$ cat src/rtl/bullet_if.sv
// rtl/bullet_if.sv - fire request, tank pose, wall contacts and bullet outputs of bullet_ctrl
interface bullet_if;
  logic       ShootBullet;
  logic [9:0] TankX;
  logic [9:0] TankY;
  logic [7:0] sin;
  logic [7:0] cos;
  logic [1:0] hitWallX;
  logic [1:0] hitWallY;
  logic [9:0] Bullet0X;
  logic [9:0] Bullet0Y;
  logic [9:0] Bullet1X;
  logic [9:0] Bullet1Y;
  logic [1:0] BulletActive;
  logic [9:0] BulletS;

  modport master (
    output ShootBullet, TankX, TankY, sin, cos, hitWallX, hitWallY,
    input  Bullet0X, Bullet0Y, Bullet1X, Bullet1Y, BulletActive, BulletS
  );

  modport slave (
    input  ShootBullet, TankX, TankY, sin, cos, hitWallX, hitWallY,
    output Bullet0X, Bullet0Y, Bullet1X, Bullet1Y, BulletActive, BulletS
  );
endinterface

$ cat src/rtl/bullet_ctrl.sv
// rtl/bullet_ctrl.sv - two-slot bullet launcher and mover with fire cooldown and wall bounce
module bullet_ctrl #(
  parameter int BULLET_STEP = 8,
  parameter int LIFETIME    = 240,
  parameter int COOLDOWN    = 15
) (
  input  logic      frame_clk,
  input  logic      Reset,
  bullet_if.slave   bus
);

  localparam logic [0:0] S_FREE = 1'b0;
  localparam logic [0:0] S_FLY  = 1'b1;

  logic [0:0] r_state [2];
  logic [9:0] r_x     [2];
  logic [9:0] r_y     [2];
  logic [9:0] r_vx    [2];
  logic [9:0] r_vy    [2];
  logic [7:0] r_age   [2];
  logic [7:0] r_cool;
  logic       r_shoot_prev;

  logic        w_fire;
  logic        w_accept;
  logic        w_slot;
  logic [13:0] w_px;
  logic [13:0] w_py;
  logic [9:0]  w_sx;
  logic [9:0]  w_sy;
  logic [9:0]  w_lvx;
  logic [9:0]  w_lvy;

  logic [9:0]  w_vx     [2];
  logic [9:0]  w_vy     [2];
  logic [10:0] w_nx     [2];
  logic [10:0] w_ny     [2];
  logic        w_out    [2];
  logic        w_expire [2];

  assign w_fire   = bus.ShootBullet & ~r_shoot_prev;
  assign w_accept = w_fire && (r_cool == 8'd0) &&
                    ((r_state[0] == S_FREE) || (r_state[1] == S_FREE));
  assign w_slot   = (r_state[0] == S_FLY);

  assign w_px  = 14'(BULLET_STEP) * {7'd0, bus.cos[6:0]};
  assign w_py  = 14'(BULLET_STEP) * {7'd0, bus.sin[6:0]};
  assign w_sx  = 10'(w_px >> 7);
  assign w_sy  = 10'(w_py >> 7);
  // Screen Y grows downward, so a positive sine moves the bullet up.
  assign w_lvx = bus.cos[7] ? -w_sx : w_sx;
  assign w_lvy = bus.sin[7] ? w_sy  : -w_sy;

  always_comb begin
    for (int i = 0; i < 2; i++) begin
      w_vx[i]     = bus.hitWallX[i] ? -r_vx[i] : r_vx[i];
      w_vy[i]     = bus.hitWallY[i] ? -r_vy[i] : r_vy[i];
      w_nx[i]     = {1'b0, r_x[i]} + {w_vx[i][9], w_vx[i]};
      w_ny[i]     = {1'b0, r_y[i]} + {w_vy[i][9], w_vy[i]};
      w_out[i]    = w_nx[i][10] || (w_nx[i] > 11'd639) ||
                    w_ny[i][10] || (w_ny[i] > 11'd479);
      w_expire[i] = (r_age[i] == 8'(LIFETIME - 1));
    end
  end

  always_ff @(posedge frame_clk or posedge Reset) begin
    if (Reset) begin
      r_shoot_prev <= 1'b0;
      r_cool       <= 8'd0;
      for (int i = 0; i < 2; i++) begin
        r_state[i] <= S_FREE;
        r_x[i]     <= 10'd0;
        r_y[i]     <= 10'd0;
        r_vx[i]    <= 10'd0;
        r_vy[i]    <= 10'd0;
        r_age[i]   <= 8'd0;
      end
    end else begin
      r_shoot_prev <= bus.ShootBullet;
      if (w_accept) begin
        r_cool <= 8'(COOLDOWN);
      end else if (r_cool != 8'd0) begin
        r_cool <= r_cool - 8'd1;
      end
      for (int i = 0; i < 2; i++) begin
        if (r_state[i] == S_FLY) begin
          if (w_expire[i]) begin
            r_state[i] <= S_FREE;
          end else begin
            r_vx[i] <= w_vx[i];
            r_vy[i] <= w_vy[i];
            // Leaving the playfield frees the slot but keeps the last on-screen position.
            if (w_out[i]) begin
              r_state[i] <= S_FREE;
            end else begin
              r_x[i]   <= w_nx[i][9:0];
              r_y[i]   <= w_ny[i][9:0];
              r_age[i] <= r_age[i] + 8'd1;
            end
          end
        end else if (w_accept && (w_slot == 1'(i))) begin
          r_state[i] <= S_FLY;
          r_x[i]     <= bus.TankX;
          r_y[i]     <= bus.TankY;
          r_vx[i]    <= w_lvx;
          r_vy[i]    <= w_lvy;
          r_age[i]   <= 8'd0;
        end
      end
    end
  end

  assign bus.Bullet0X     = r_x[0];
  assign bus.Bullet0Y     = r_y[0];
  assign bus.Bullet1X     = r_x[1];
  assign bus.Bullet1Y     = r_y[1];
  assign bus.BulletActive = {r_state[1], r_state[0]};
  assign bus.BulletS      = 10'd2;

endmodule

$ cat src/flat_wrapper.sv
// flat-port wrapper written by rule: the top's interface ports become plain ports
module bullet_ctrl_flat 
#(
  parameter int BULLET_STEP = 8,
  parameter int LIFETIME    = 240,
  parameter int COOLDOWN    = 15
)
  (frame_clk, Reset, bus_ShootBullet, bus_TankX, bus_TankY, bus_sin, bus_cos, bus_hitWallX, bus_hitWallY, bus_Bullet0X, bus_Bullet0Y, bus_Bullet1X, bus_Bullet1Y, bus_BulletActive, bus_BulletS);
  bullet_if bus_i ();
  input  logic frame_clk;
  input  logic Reset;
  input wire logic [$bits(bus_i.ShootBullet)-1:0] bus_ShootBullet;
  input wire logic [$bits(bus_i.TankX)-1:0] bus_TankX;
  input wire logic [$bits(bus_i.TankY)-1:0] bus_TankY;
  input wire logic [$bits(bus_i.sin)-1:0] bus_sin;
  input wire logic [$bits(bus_i.cos)-1:0] bus_cos;
  input wire logic [$bits(bus_i.hitWallX)-1:0] bus_hitWallX;
  input wire logic [$bits(bus_i.hitWallY)-1:0] bus_hitWallY;
  output wire logic [$bits(bus_i.Bullet0X)-1:0] bus_Bullet0X;
  output wire logic [$bits(bus_i.Bullet0Y)-1:0] bus_Bullet0Y;
  output wire logic [$bits(bus_i.Bullet1X)-1:0] bus_Bullet1X;
  output wire logic [$bits(bus_i.Bullet1Y)-1:0] bus_Bullet1Y;
  output wire logic [$bits(bus_i.BulletActive)-1:0] bus_BulletActive;
  output wire logic [$bits(bus_i.BulletS)-1:0] bus_BulletS;
  assign bus_i.ShootBullet = bus_ShootBullet;
  assign bus_i.TankX = bus_TankX;
  assign bus_i.TankY = bus_TankY;
  assign bus_i.sin = bus_sin;
  assign bus_i.cos = bus_cos;
  assign bus_i.hitWallX = bus_hitWallX;
  assign bus_i.hitWallY = bus_hitWallY;
  assign bus_Bullet0X = bus_i.Bullet0X;
  assign bus_Bullet0Y = bus_i.Bullet0Y;
  assign bus_Bullet1X = bus_i.Bullet1X;
  assign bus_Bullet1Y = bus_i.Bullet1Y;
  assign bus_BulletActive = bus_i.BulletActive;
  assign bus_BulletS = bus_i.BulletS;
  bullet_ctrl #(.BULLET_STEP(BULLET_STEP), .LIFETIME(LIFETIME), .COOLDOWN(COOLDOWN)) u_core (.frame_clk(frame_clk), .Reset(Reset), .bus(bus_i));
endmodule
$ cat config.mk
export PLATFORM = sky130hd
export DESIGN_NAME = bullet_ctrl_flat
export DESIGN_NICKNAME = d
export VERILOG_FILES = /design/src/rtl/bullet_if.sv /design/src/rtl/bullet_ctrl.sv /design/src/flat_wrapper.sv
export SDC_FILE = /design/constraint.sdc
export NUM_CORES = 1
export LEC_CHECK = 0
export ABC_CLOCK_PERIOD_IN_PS = 4550
export CAP_MARGIN = 20
export CORE_MARGIN = 2
export CORE_UTILIZATION = 25
export DETAILED_ROUTE_END_ITERATION = 8
export PLACE_DENSITY = 0.4
export SYNTH_ARGS = -nofsm -noshare
export SYNTH_HDL_FRONTEND = slang
export SYNTH_SLANG_ARGS = --single-unit
$ cat constraint.sdc
create_clock -name frame_clk -period 4.55 [get_ports frame_clk]
set_clock_uncertainty 0.2 [all_clocks]
set_input_delay 0.91 -clock frame_clk [delete_from_list [all_inputs] [get_ports frame_clk]]
set_output_delay 0.91 -clock frame_clk [all_outputs]
set_load 0.02 [all_outputs]
==> results.py <==
metrics = {
    "finish": {
        "final_cell_area_mm2": 0.0104,
        "drive_gt1_share_pct": 18.6,
        "areaGrowthSynthToFinish_pct": 29.6,
        "nets": 1163,
        "antenna_cells": 0,
        "utilization_pct": 32.8,
    },
    "drt": {
        "drt_iter0_drc": 426,
        "vias": 7046,
        "drtAntennaViolNets": 0,
        "routedWlPerCell_um": 16.7,
        "routed_wl_um": 24500,
        "drtPass1Iterations": 5,
        "drc": 0,
        "avgViaCountPerCell": 4.80,
    },
    "place": {
        "routabilityCongestion": 0.793,
        "postPlaceCellArea_mm2": 0.00992,
        "io_buffer_count": 76,
        "dp_hpwl_um": 18600,
    },
    "cts": {
        "insertion_delay_ps": 360,
        "clk_pin_slew_ps": 80,
        "numCtsBuffers": 9,
        "clk_path_buf_depth": 2,
        "cts_tree": "built",
        "cts_htree_levels": 3,
        "cts.sinks": 107,
        "clockRootBuffer": "clkbuf_16",
    },
    "global_routing": {
        "grt_max_degree": 62,
        "grt_use_met3_pct": 2.76,
        "track_usage_pct": 15.0,
        "grtUsageMet1_pct": 21.0,
        "overflow": 0,
        "grt_pass1_vias": 6933,
        "antenna_found_initial": 0,
        "grt_pass1_wl_um": 38900,
        "grt-busiest-layer": "met2",
        "grt_util_met2_pct": 24.0,
    },
    "logic_synthesis": {
        "netlist_top_cells_count": "dfrtp_1, nand2_1, o21ai_0",
        "yosysWarnings": 0,
        "synth-seq-cells": 107,
        "synthCells": 894,
        "synth_top_area_share_pct": 33.5,
        "netlist_top_cells_area": "dfrtp_1, ha_1, mux2_2, xnor2_1, o21ai_0",
        "syn_area_mm2": 0.00799,
        "synth_cell_type_count": 71,
        "ys_seq_area_share_pct": 33.5,
        "async_flop_share_pct": 100,
        "avgSynthCellArea_um2": 8.94,
        "ys.flop_type": "dfrtp_1",
        "synth_edf_count": 0,
        "synth.largest_area_cell": "dfrtp_1",
        "yosysMostFrequentCell": "dfrtp_1",
    },
    "power_and_ir_drop": {
        "intPower_mw": 3.70,
        "clkPwrFrac_pct": 13.8,
        "p_sw_mw": 2.66,
        "total_power_mw": 6.36,
        "leakagePower_nw": 4.55,
        "pwr_density_cell_mw_per_mm2": 614,
        "seqPwrFrac_pct": 24.7,
        "peakVddDrop_mv": 0.363,
        "p_comb_share_pct": 61.5,
        "netSwitchingFraction_pct": 41.9,
    },
    "run": {
        "max-cap-violations": 0,
    },
    "timing": {
        "rsz0062_at_grt": "no",
        "slew_headroom_pct": 41.1,
        "setup_viol": 0,
        "final_max_slew_viol_count": 0,
        "fmax_mhz": 229,
        "finalHoldViolCount": 0,
        "fin_crit_ps": 4360,
        "fin_crit_sh_pct": 95.8,
        "tightest_slew_ps": 880,
    },
    "worst_setup_path": {
        "start_kind": "input pin",
        "crit_required_ps": 4600,
        "critPathKind": "in -> reg",
        "endpoint_kind": "flop",
        "crit_fanout": 10,
        "cp.arrival_ps": 4410,
        "rrSetupSlack_ps": 460,
    },
    "floorplanning": {
        "start_util_pct": 25.3,
        "boundaryPins": 95,
        "dieHeight_um": 183,
        "rows": 65,
        "die-area_mm2": 0.0334,
        "die_w_um": 183,
        "core-area_mm2": 0.0316,
    },
    "outcome": {
        "status": "complete, no violations",
    },
    "min_path": {
        "hold_class": "reg -> reg",
    },
}
[cell usage in the layout (no fill, tap or decap), drive strengths merged, types with 11 or more instances in the layout]
| cell | synthesis | final |
|---|---|---|
| a21oi | 57 | 57 |
| or3 | 13 | 13 |
| xnor2 | 43 | 43 |
| clkbuf | 27 | 11 |
| nand2 | 82 | 82 |
| inv | 48 | 48 |
| clkdlybuf4s50 | 0 | 75 |
| o21ai | 70 | 70 |
| buf | 16 | 115 |
| o211ai | 12 | 12 |
| dfrtp | 107 | 107 |
| a211oi | 13 | 13 |
| a21o | 18 | 18 |
| mux2 | 52 | 52 |
| nand3 | 16 | 16 |
| nor2 | 64 | 64 |
| mux2i | 24 | 24 |
| ha | 55 | 55 |
| o31ai | 23 | 23 |
| nor3 | 16 | 16 |
[power by group through the flow]
stage | Sequential [mW] | Combinational (mW) | Clock (mW)
after global routing | 1.62 | 4.37 | 0.952
after floorplan | 1.62 | 2.21 | 0
after CTS | 1.57 | 3.79 | 0.921
after global placement | 1.59 | 3.76 | 0
final | 1.57 | 3.92 | 0.878
after detailed placement | 1.58 | 3.76 | 0
[through the flow]
| step | setup WS [ps] | setup TNS, ps | hold WS, ps | std cells |
|---|---|---|---|---|
| 2_1_floorplan | 206 | 0 | 253 | 902 |
| 5_1_grt | 7.84 | 0 | 334 | 1468 |
| 3_3_place_gp | -263 | -7280 | 286 | 1444 |
| 4_1_cts | 126 | 0 | 296 | 1460 |
| 6_report | 191 | 0 | 296 | 1468 |
| 3_5_place_dp | -267 | -5990 | 281 | 1444 |
[state kept, by name, summed over array words and instances, names as in the netlist]
register / flops
u_core.bus.Bullet0X: 10
u_core.bus.Bullet0Y: 10
u_core.bus.Bullet1X: 10
u_core.bus.Bullet1Y: 10
u_core.bus.BulletActive: 1
u_core.r_age: 16
u_core.r_cool: 8
u_core.r_shoot_prev: 1
u_core.r_vx: 20
u_core.r_vy: 20
u_core.w_slot: 1
[cell families (layout without fill, tap and decap cells)]
group                    count (synthesis)  count (layout)  share of synthesized area, %
AO/OA/AOI/OAI                          254             254                          20.5
XOR/XNOR                                53              53                          5.81
adder cells (fa/ha/maj)                 59              59                          9.61
buffers and inverters                   93             257                          5.09
flip-flops                             107             107                          33.5
multiplexers                            76              76                          10.3
other                                    2              10                        0.0939
AND/OR/NAND/NOR                        250             250                          15.1
[metal layers]
metal	up-vias	part of all wire, %
li1	3577	-
met1	3327	50
met2	133	46
met3	9	3.6
met4	0	1.1
met5	-	0
[worst paths after layout]
path	startpoint	endpoint	cells past startpoint
min	u_core.r_cool[0]	u_core.r_cool[0]	1
max	bus_hitWallY[1]	u_core.bus.Bullet1Y[0]	13
min in group asynchronous	Reset	u_core.r_vx[2]	2
max reg2reg	u_core.r_vy[5]	u_core.bus.Bullet1Y[0]	13
max in group asynchronous	Reset	u_core.bus.Bullet1Y[7]	3
min reg2reg	u_core.r_cool[0]	u_core.r_cool[0]	1
[worst max-delay path, cell delays in order]
cell and delay (ps):
clkdlybuf4s50_1 520, o21ai_0 120, xnor2_1 290, ha_1 310, o21ai_0 250, a21oi_1 120
o31a_1 290, or3_1 400, a2111oi_2 410, nand3_2 130, nand2_2 140, buf_12 170
mux2_2 330
[area by class of cell]
class	instances	area (µm²)
fill	3341	21200
multi-input combinational	702	5000
clock inverter	5	77.6
clock buffer	11	233
timing repair buffer	191	1680
inverter	50	190
tap	402	503
sequential	107	2680
[repair_timing]
action / 4_1_cts / 5_1_grt
resized for setup: 0 / 12
buffers inserted: 0 / 8
endpoints found under the setup margin: 0 / 20
hold buffers: 0 / 0
Power figures use the tool's default switching activity.
